[src/rtl/fetch_sequencer.sv]
// fetch_sequencer: control FSM that steps the program counter through
// fetch, issue and update. It drives the PC's clear/load/increment controls,
// runs a req/ack exchange with instruction memory and hands each fetched
// word to decode over valid/ready.
//
// Handshakes: a request (imem_req / instr_valid) is raised by this block and
// held, with its address/data stable, until the partner's ack/ready is seen
// high on a rising edge; the request drops on the following cycle. An ack or
// ready seen while the matching request is low has no effect.
module fetch_sequencer #(
    parameter int ADDR_W = 32,
    parameter int DATA_W = 32
) (
    input  logic              clk,
    input  logic              clr_n,
    input  logic              run,
    input  logic [ADDR_W-1:0] pc_q,
    output logic              pc_clr,
    output logic              pc_ld,
    output logic              pc_inc,
    output logic [ADDR_W-1:0] pc_d,
    output logic              imem_req,
    output logic [ADDR_W-1:0] imem_addr,
    input  logic              imem_ack,
    input  logic [DATA_W-1:0] imem_rdata,
    output logic [DATA_W-1:0] instr,
    output logic              instr_valid,
    input  logic              instr_ready,
    input  logic              br_taken,
    input  logic [ADDR_W-1:0] br_target,
    output logic              fault,
    output logic [31:0]       retired
);

    typedef enum logic [2:0] {
        IDLE   = 3'd0,
        FETCH  = 3'd1,
        ISSUE  = 3'd2,
        UPDATE = 3'd3,
        FAULT  = 3'd4
    } state_t;

    state_t            state;
    state_t            state_nxt;
    logic              br_taken_r;
    logic [ADDR_W-1:0] tgt_r;

    // The PC clears on the same edge that resets this block.
    assign pc_clr = ~clr_n;

    // Next-state selection; run is looked at only in IDLE and UPDATE so a
    // started instruction always completes.
    always_comb begin
        state_nxt = state;
        case (state)
            IDLE:    if (run) state_nxt = FETCH;
            FETCH:   if (imem_ack) state_nxt = ISSUE;
            ISSUE: begin
                if (instr_ready) begin
                    if (br_taken && (br_target[1:0] != 2'b00)) state_nxt = FAULT;
                    else                                       state_nxt = UPDATE;
                end
            end
            UPDATE:  state_nxt = run ? FETCH : IDLE;
            FAULT:   state_nxt = FAULT;
            default: state_nxt = IDLE;
        endcase
    end

    // Output decode from the current state and the captured branch registers.
    always_comb begin
        imem_req    = 1'b0;
        imem_addr   = '0;
        instr_valid = 1'b0;
        pc_ld       = 1'b0;
        pc_inc      = 1'b0;
        pc_d        = '0;
        fault       = 1'b0;
        case (state)
            FETCH: begin
                imem_req  = 1'b1;
                imem_addr = pc_q;
            end
            ISSUE:  instr_valid = 1'b1;
            UPDATE: begin
                pc_ld  = 1'b1;
                pc_inc = ~br_taken_r;
                pc_d   = br_taken_r ? tgt_r : pc_q;
            end
            FAULT:  fault = 1'b1;
            default: ;
        endcase
    end

    // State register plus the datapath captured at each handshake.
    always_ff @(posedge clk) begin
        if (!clr_n) begin
            state      <= IDLE;
            instr      <= '0;
            br_taken_r <= 1'b0;
            tgt_r      <= '0;
            retired    <= '0;
        end else begin
            state <= state_nxt;
            if (state == FETCH && imem_ack) begin
                instr <= imem_rdata;
            end
            if (state == ISSUE && instr_ready) begin
                br_taken_r <= br_taken;
                tgt_r      <= br_target;
            end
            if (state == UPDATE) begin
                retired <= retired + 32'd1;
            end
        end
    end

endmodule

[config.mk]
export PLATFORM = sky130hd
export DESIGN_NAME = fetch_sequencer
export DESIGN_NICKNAME = d
export VERILOG_FILES = /design/src/rtl/fetch_sequencer.sv
export SDC_FILE = /design/constraint.sdc
export NUM_CORES = 1
export LEC_CHECK = 0
export ABC_AREA = 1
export ABC_CLOCK_PERIOD_IN_PS = 1400
export CAP_MARGIN = 20
export CORE_ASPECT_RATIO = 1.2
export CORE_MARGIN = 4
export CORE_UTILIZATION = 38
export CTS_CLUSTER_SIZE = 40
export DETAILED_ROUTE_END_ITERATION = 16
export PLACE_DENSITY = 0.78
export SETUP_SLACK_MARGIN = 0.3
export SYNTH_ARGS = -nofsm -noshare
export SYNTH_HDL_FRONTEND = slang
export SYNTH_SLANG_ARGS = --single-unit
export TNS_END_PERCENT = 5
[constraint.sdc]
create_clock -name clk -period 1.4 [get_ports clk]
set_clock_uncertainty 0.1 [all_clocks]
set_input_delay 0.21 -clock clk [delete_from_list [all_inputs] [get_ports clk]]
set_output_delay 0.21 -clock clk [all_outputs]
set_load 0.02 [all_outputs]
---- Yosys cells after proc, flatten, opt, wreduce, memory -nomap -nowiden ----
Cells that the tools add are included.
operators by class
  bitwise operators ....................... 2
  eq/ne operators ......................... 7
  add/sub/neg operators ................... 1
  reduce and logical (&&, ||, !) cells .... 6
  multiplexer cells ....................... 14
operator list
  cell                   count
  $mux 32                3
  $add 32x1->32 const B  1
  $pmux 3 s5             1
  $mux 3                 4
  $eq 3x2->1 const B     2
  $mux 1                 6
  $ne 2x2->1 const B     3
  $eq 3x1->1 const B     1
  $eq 3x3->1 const B     1
  $logic_and 1x1->1      3
  $logic_not 3->1        1
  $reduce_and 3->1       1
  $not 1->1              2
  $reduce_bool 2->1      1
storage, ports and cells
  input bits .............................. 102
  flip-flop bits (word level) ............. 100
  output and inout bits ................... 134

---- Depth between registers and ports, before layout ----
Gate-level depths: netlist (run 1).
  depth after elaboration ................. 5
  mapped depth ............................ 10
  mapped depth without buffers ............ 9

---- Worst setup path after synthesis (run 1) ----
OpenSTA, ideal clock, no wires.
  kind .................................... register to register
  from .................................... reg retired[1]
  to ...................................... reg retired[12]
  slack ................................... -0.300 ns
  setup time .............................. 0.137 ns
  arrival ................................. 1.463 ns
  required time ........................... 1.163 ns
  stages on the path, launching flop included .. 9
  cells stage by stage .................... dfxtp_1 -> ha_1 -> inv_1 -> nor2_1 -> nand3_2 -> nor2_4 -> buf_6 -> xor2_1 -> nor2_1
on the way
  cells in the longest elaborated chain, start to end .. 1
ends and longest elaborated chain
  element                   line  source
  start: declaration        32    output logic [31:0] retired
  start signal: assignment  113   retired <= retired + 32'd1;
  $add 32x1->32             113
No other way between the ends.
A chain may end at the register's enable or synchronous reset.

---- Final worst setup path (run 1) ----
  from .................................... reg state[0]
  to ...................................... out pc_d[29]
on the way
  cells in the longest elaborated chain, start to end .. 2
ends and longest elaborated chain
  element                   line  source
  start: declaration        43    state_t state;
  start signal: assignment  104   state <= state_nxt;
  $eq 3x2->1                79    case (state)
  $mux 32                   79
  end: declaration          21    output logic [ADDR_W-1:0] pc_d,
No other way between the ends.

==> results of run 1 <==
## what timing repair did
action                     in CTS  in global routing
setup endpoints to repair     233                234
cloned                          2                  1
pin swaps                       3                 15
resized for setup             752                 83
buffers inserted                2                  0
## flip-flops by register name (all words and copies together) (netlist names)
name and flops:
instr 32, retired 32, tgt_r 32, state 3, br_taken_r 1
## layout by cell type, fill, tap and decap left out, drive strengths merged
cell type      instances
nor3b                  3
xor2                   2
nor3                   5
buf                  209
dfxtp                100
clkbuf                14
o211ai                 1
nand4                 14
nor4                   1
dlygate4sd2            2
clkinv                 2
nor2                 231
ha                     1
o21a                   1
clkinvlp               2
inv                  124
nand3                 26
clkdlybuf4s15          7
nand2                149
clkdlybuf4s50        100
o21ai                106
a31oi                  1
a21oi                 15
## layer usage
layer	track usage (%)	up-vias
li1	-	3106
met1	25.1	2715
met2	42.3	173
met3	5.46	26
met4	7.21	0
met5	0	-
## power breakdown
group	internal (W)	leakage, nW	total (W)	switching, W
Combinational	0.00198	3.05	0.00428	0.00230
Clock	0.00135	0.140	0.00242	0.00107
Sequential	0.00323	0.832	0.00350	0.000267
Total	0.00657	4.02	0.0102	0.00363
## worst max-delay path, stage by stage, from the launching register on
cell	delay (ns)
dfxtp_4	0.38
nand2_4	0.05
nor2_4	0.18
buf_12	0.14
clkbuf_16	0.16
nand2_2	0.06
inv_2	0.06
buf_6	0.11
## logic make-up after synthesis
family,share of synthesized area [%]
flops,39.6
fa+ha+maj,0.248
xor+xnor,0.347
simple gates,34.6
buf+inv,12.8
compound gates,12.4
## synthesized netlist by cell type, drive strengths merged
| master | number |
|---|---|
| nor2 | 231 |
| nand3 | 26 |
| ha | 1 |
| inv | 125 |
| nor3 | 5 |
| o21ai | 106 |
| a21oi | 15 |
| nor4 | 1 |
| nand2 | 149 |
| o211ai | 1 |
| nand4 | 14 |
| nor3b | 3 |
| buf | 16 |
| o21a | 1 |
| dfxtp | 100 |
| clkbuf | 22 |
| xor2 | 2 |
| a31oi | 1 |
## worst paths after layout
check              start          end  slack, ns  depth (start not counted)
max             state[0]     pc_d[29]      -0.40                          7
min                clr_n     state[0]       0.16                          3
max reg2reg     state[0]  retired[19]      -0.25                         10
min reg2reg  retired[15]  retired[15]       0.37                          1
## final cells by class
class                      count  area [sq um]  share of cell area (%)
clock inverter                 3          21.3                   0.238
timing repair buffer         320          3230                    36.1
inverter                     125           478                    5.34
multi-input combinational    556          2660                    29.7
sequential                   100          2090                    23.3
clock buffer                  12           268                    2.99
tap                          164           205                    2.29
## metrics by stage
step | worst slack, ns | hold slack (ns) | area (sq um) | cells
2_1_floorplan | -0.0266 | 0.256 | 5210 | 819
3_3_place_gp | -0.543 | 0.359 | 8240 | 1260
3_5_place_dp | -0.537 | 0.368 | 8240 | 1260
4_1_cts | -0.401 | 0.220 | 8680 | 1279
5_1_grt | -0.452 | 0.155 | 8940 | 1280
6_report | -0.398 | 0.158 | 8940 | 1280
==> metrics.txt, run 1 <==
status=finished with violations; failing checks=setup timing; largest net degree at the start of global routing=33; Final Hold Vio Count=0; Worst Setup End Kind=output port; Vias=6020; DR DRC count=0; Critical Path Source Type=flop; area of the core=12800 sq um; Post-Syn Area=5050 sq um; Worst-Skew Late Latency=0.34 ns; HP Class=primary input to flop; DR WL/cell=14.2 microns; synth top area cells=dfxtp_1 (40%), nor2_1 (17%), nand2_1 (11%), inv_1 (9.0%), o21ai_0 (8.9%); post-synth cell types=29; gr ovfl total=0; Die Span X=113 microns; P&R area growth vs syn=77.1%; pwr dens=1140 nW/um^2; initial antenna violation count=0; P_leak=4.02 nW; Starting Density=39.3%; PnR worst setup slack=-0.398 ns; fin nets=1215; 1st-pass router iterations=4; number of synthesized register bits=100; Slew Limit Fails=0; port bufs=235; GRT Util Overall=22.7%; Seq/Total Area, Yosys=39.6%; 1st-iter DRT viols=262; Critical Path AT=1.49 ns; CTS max path bufs=2; Routed WL=18100 microns; Synthesized Nets=922; crit path max fanout=8; met3 WL=1220 microns; clock root buffer=clkbuf_16; final setup TNS=-24.81 ns; I/O Pins=236; synthesized netlist cell count=819; synthesized area per cell=6.17 sq um; cts hold-fix bufs=0; vias in the first global route=5705; Die Ht=134 microns; Rows=45; # fillers=1111; first-pass GRT wire length=28200 microns; vias per std cell=4.70; Layout Utilization=69.7%; H-tree depth=3; Yosys Warn Count=0; layout cells sized above 1=33.3%; ANT nets after route=0; slew margin rel.=75.1%; clk slew on worst S/H paths=0.07 ns; unrepaired setup endpoints after global routing=true; min cycle time layout=1.80 ns; Critical Path RT=1.09 ns; wire length on met1=6980 microns; top cell type's share of synthesized area=39.6%; Final Setup Violations=129; CTS tree=done; Die ar.=15200 sq um; crit path kind=flop to output port; clk sink count=100; HPWL after DPL=13300 microns; Tot Pwr=0.0102 W; diode count=0; Top Metal Used=met4; fmax=556 MHz; max_cap viols=0; final period utilization=128%; Max IR drop VDD=699 uV; routability congestion estimate=0.847; Synth area leader=dfxtp_1; met2 routed WL=9540 microns; Worst Max-Slew Pin Slew=0.374 ns; clock buffer count from CTS=9
Note: power is estimated with default switching activity, not from simulation.
==> run 2: changes to the inputs <==
GPL_TIMING_DRIVEN = 1   (was not set)
==> results of run 2 <==
No change in the layout: final DEF, timing and power equal those of run 1.
==> run 3: changes to the inputs <==
CORE_MARGIN = not set   (was 4)
==> run 3 against run 2 <==
The run still ends with setup timing left. Hold slack improved by 0.098 ns. Register-to-register slack got worse by 0.09 ns. Worst setup slack improved by 0.059 ns. Clock power decreased by 6%. Sequential cell count did not move. Sequential share of layout area decreased by 0.50 points. Core utilization grew 1.0 points. Critical path depth rose by 5. Non-clock buffer count rose by 11. Critical path type is now flop to flop.
==> metrics.txt, run 3 (synthesized netlist as in run 1, its figures left out) <==
status=finished with violations; failing checks=setup timing; Rows=45 (unchanged); diode count=0 (unchanged); DR DRC count=0 (unchanged); FF+latch area=2060 sq um (-1.1%); ANT nets after route=0 (unchanged); Die ar.=13800 sq um (-9.5%); top flop regs=instr (32), retired (32), tgt_r (32); unrepaired setup endpoints after global routing=true; area of the core=12800 sq um (-0.44%); final period utilization=124% (-4.2 points); Post-DP Area=8270 sq um (+0.46%); cts hold-fix bufs=0 (unchanged); DR WL/cell=13.8 microns (-2.4%); Final Setup Violations=163 (+26%); routability congestion estimate=0.853 (+0.63%); design area=9030 sq um (+1.0%); Worst Max-Slew Pin Slew=0.330 ns (-0.0437 ns); Die Span X=107 microns (-5.3%); Critical Path Source Type=flop; hold_ws=0.256 ns (+0.0982 ns); P&R area growth vs syn=78.9%; Max IR drop VDD=709 uV (+1.4%); HP Class=primary input to flop; clk slew on worst S/H paths=0.07 ns (about the same); H-tree depth=3 (unchanged); Die Ht=128 microns (-4.5%); vias per std cell=4.73 (+0.52%); Starting Density=39.5% (+0.17 points); HPWL after DPL=12500 microns (-5.5%); 1st-pass router iterations=4 (unchanged); Post-Place Worst Slack=-0.528 ns (+0.00933 ns); commonest non-fill, non-tap cell in the layout=nor2_1; crit path kind=flop to flop; layout cells sized above 1=34.4% (+1.1 points); min cycle time layout=1.74 ns (-0.0586 ns); clock root buffer=clkbuf_16; CTS tree=done; critical-path cell list=nand2_2 -> nor2_4 -> buf_6 -> buf_16 -> buf_8 -> nand3_4 -> nor2_4 -> buf_12 -> nand3_1 -> nand2_1 -> inv_1 -> nor2_1; CTS max path bufs=2 (unchanged); vias in the first global route=5603 (-1.8%); area of the multi-input gates=2720 sq um (+2.5%); max_cap viols=0 (unchanged); slowest CP cell=dfxtp_2; gr ovfl total=0 (unchanged); P_leak=4.06 nW (+0.89%); Critical Path RT=1.57 ns (+0.48 ns); cell mode on critical path=nor2_4; # fillers=1034 (-6.9%); crit path max fanout=12 (+4); Worst Setup End Kind=flop; pwr dens=1140 nW/um^2 (+0.10%); Vias=6108 (+1.5%); commonest non-fill, non-tap cells in the layout=nor2_1 (191), nand2_1 (138), buf_4 (104); fin nets=1227 (+0.99%); port bufs=235 (unchanged); Critical Path AT=1.91 ns (+0.42 ns); Routed WL=17900 microns (-1.5%); 1st-iter DRT viols=258 (-1.5%); I/O Pins=236 (unchanged); GRT Util Overall=25.0% (+2.3 points); Tot Pwr=0.0103 W (+1.1%); largest net degree at the start of global routing=49 (+48%); Final Hold Vio Count=0 (unchanged); fmax=575 MHz (+3.4%); Worst-Skew Late Latency=0.34 ns (about the same); Slew Limit Fails=0 (unchanged); slew margin rel.=78.0% (+2.9 points); initial antenna violation count=0 (unchanged); PnR worst setup slack=-0.340 ns (+0.0586 ns); final setup TNS=-26.85 ns (-2.04 ns); Max stage delay on crit path=0.35 ns (-0.03 ns); first-pass GRT wire length=27000 microns (-4.0%); clk sink count=100 (unchanged); clock buffer count from CTS=9 (unchanged)
==> run 3: repair_timing <==
| action | CTS | global route |
|---|---|---|
| setup endpoints to repair | 234 | 234 |
| pin swaps | 20 | 18 |
| cloned | 4 | 2 |
| gates resized for setup | 790 | 50 |
| hold endpoints to repair | 0 | 0 |
| buffers inserted | 4 | 3 |
==> run 3: path summary, 6_finish.rpt <==
kind              from          end  slack [ns]  cells past startpoint
max reg2reg   state[1]  retired[28]       -0.34                     12
min              clr_n     tgt_r[9]        0.26                      4
max           state[1]  retired[28]       -0.34                     12
min reg2reg  tgt_r[11]    tgt_r[11]        0.37                      2
==> run 3: power by group <==
part	total [W]	switching (W)	internal, W
clock network	0.00227	0.00104	0.00124
logic	0.00455	0.00240	0.00215
registers	0.00348	0.000255	0.00323
total	0.0103	0.00369	0.00662
==> run 3: layout make-up <==
class | instances | area share [%]
Timing Repair Buffer | 331 | 36.5
Multi-Input combinational cell | 557 | 30.1
Sequential cell | 100 | 22.9
Inverter | 125 | 5.33
Clock buffer | 12 | 2.73
Tap cell | 164 | 2.27
Clock inverter | 3 | 0.166
==> run 3: critical path, delay by kind of cell, from the launching register on <==
kind                   cells  cell delay [ns]
buffers and inverters      5             0.60
AND/OR/NAND/NOR            7             0.62
flip-flops                 1             0.35
==> run 3: through the flow <==
step / instances / util [%]
CTS: 1287 / 69.4
global route: 1292 / 70.7
global placement: 1264 / 64.7
detailed placement: 1264 / 64.7
finish: 1292 / 70.7
floorplan: 819 / -
==> run 3: routing by layer <==
metal  part of all wire (%)  wire length [microns]  track usage, %
met3                    7.0                   1250            5.59
met4                    3.4                    599            10.6
met1                     37                   6690            26.0
met5                      0                      0               0
met2                     52                   9330            47.7
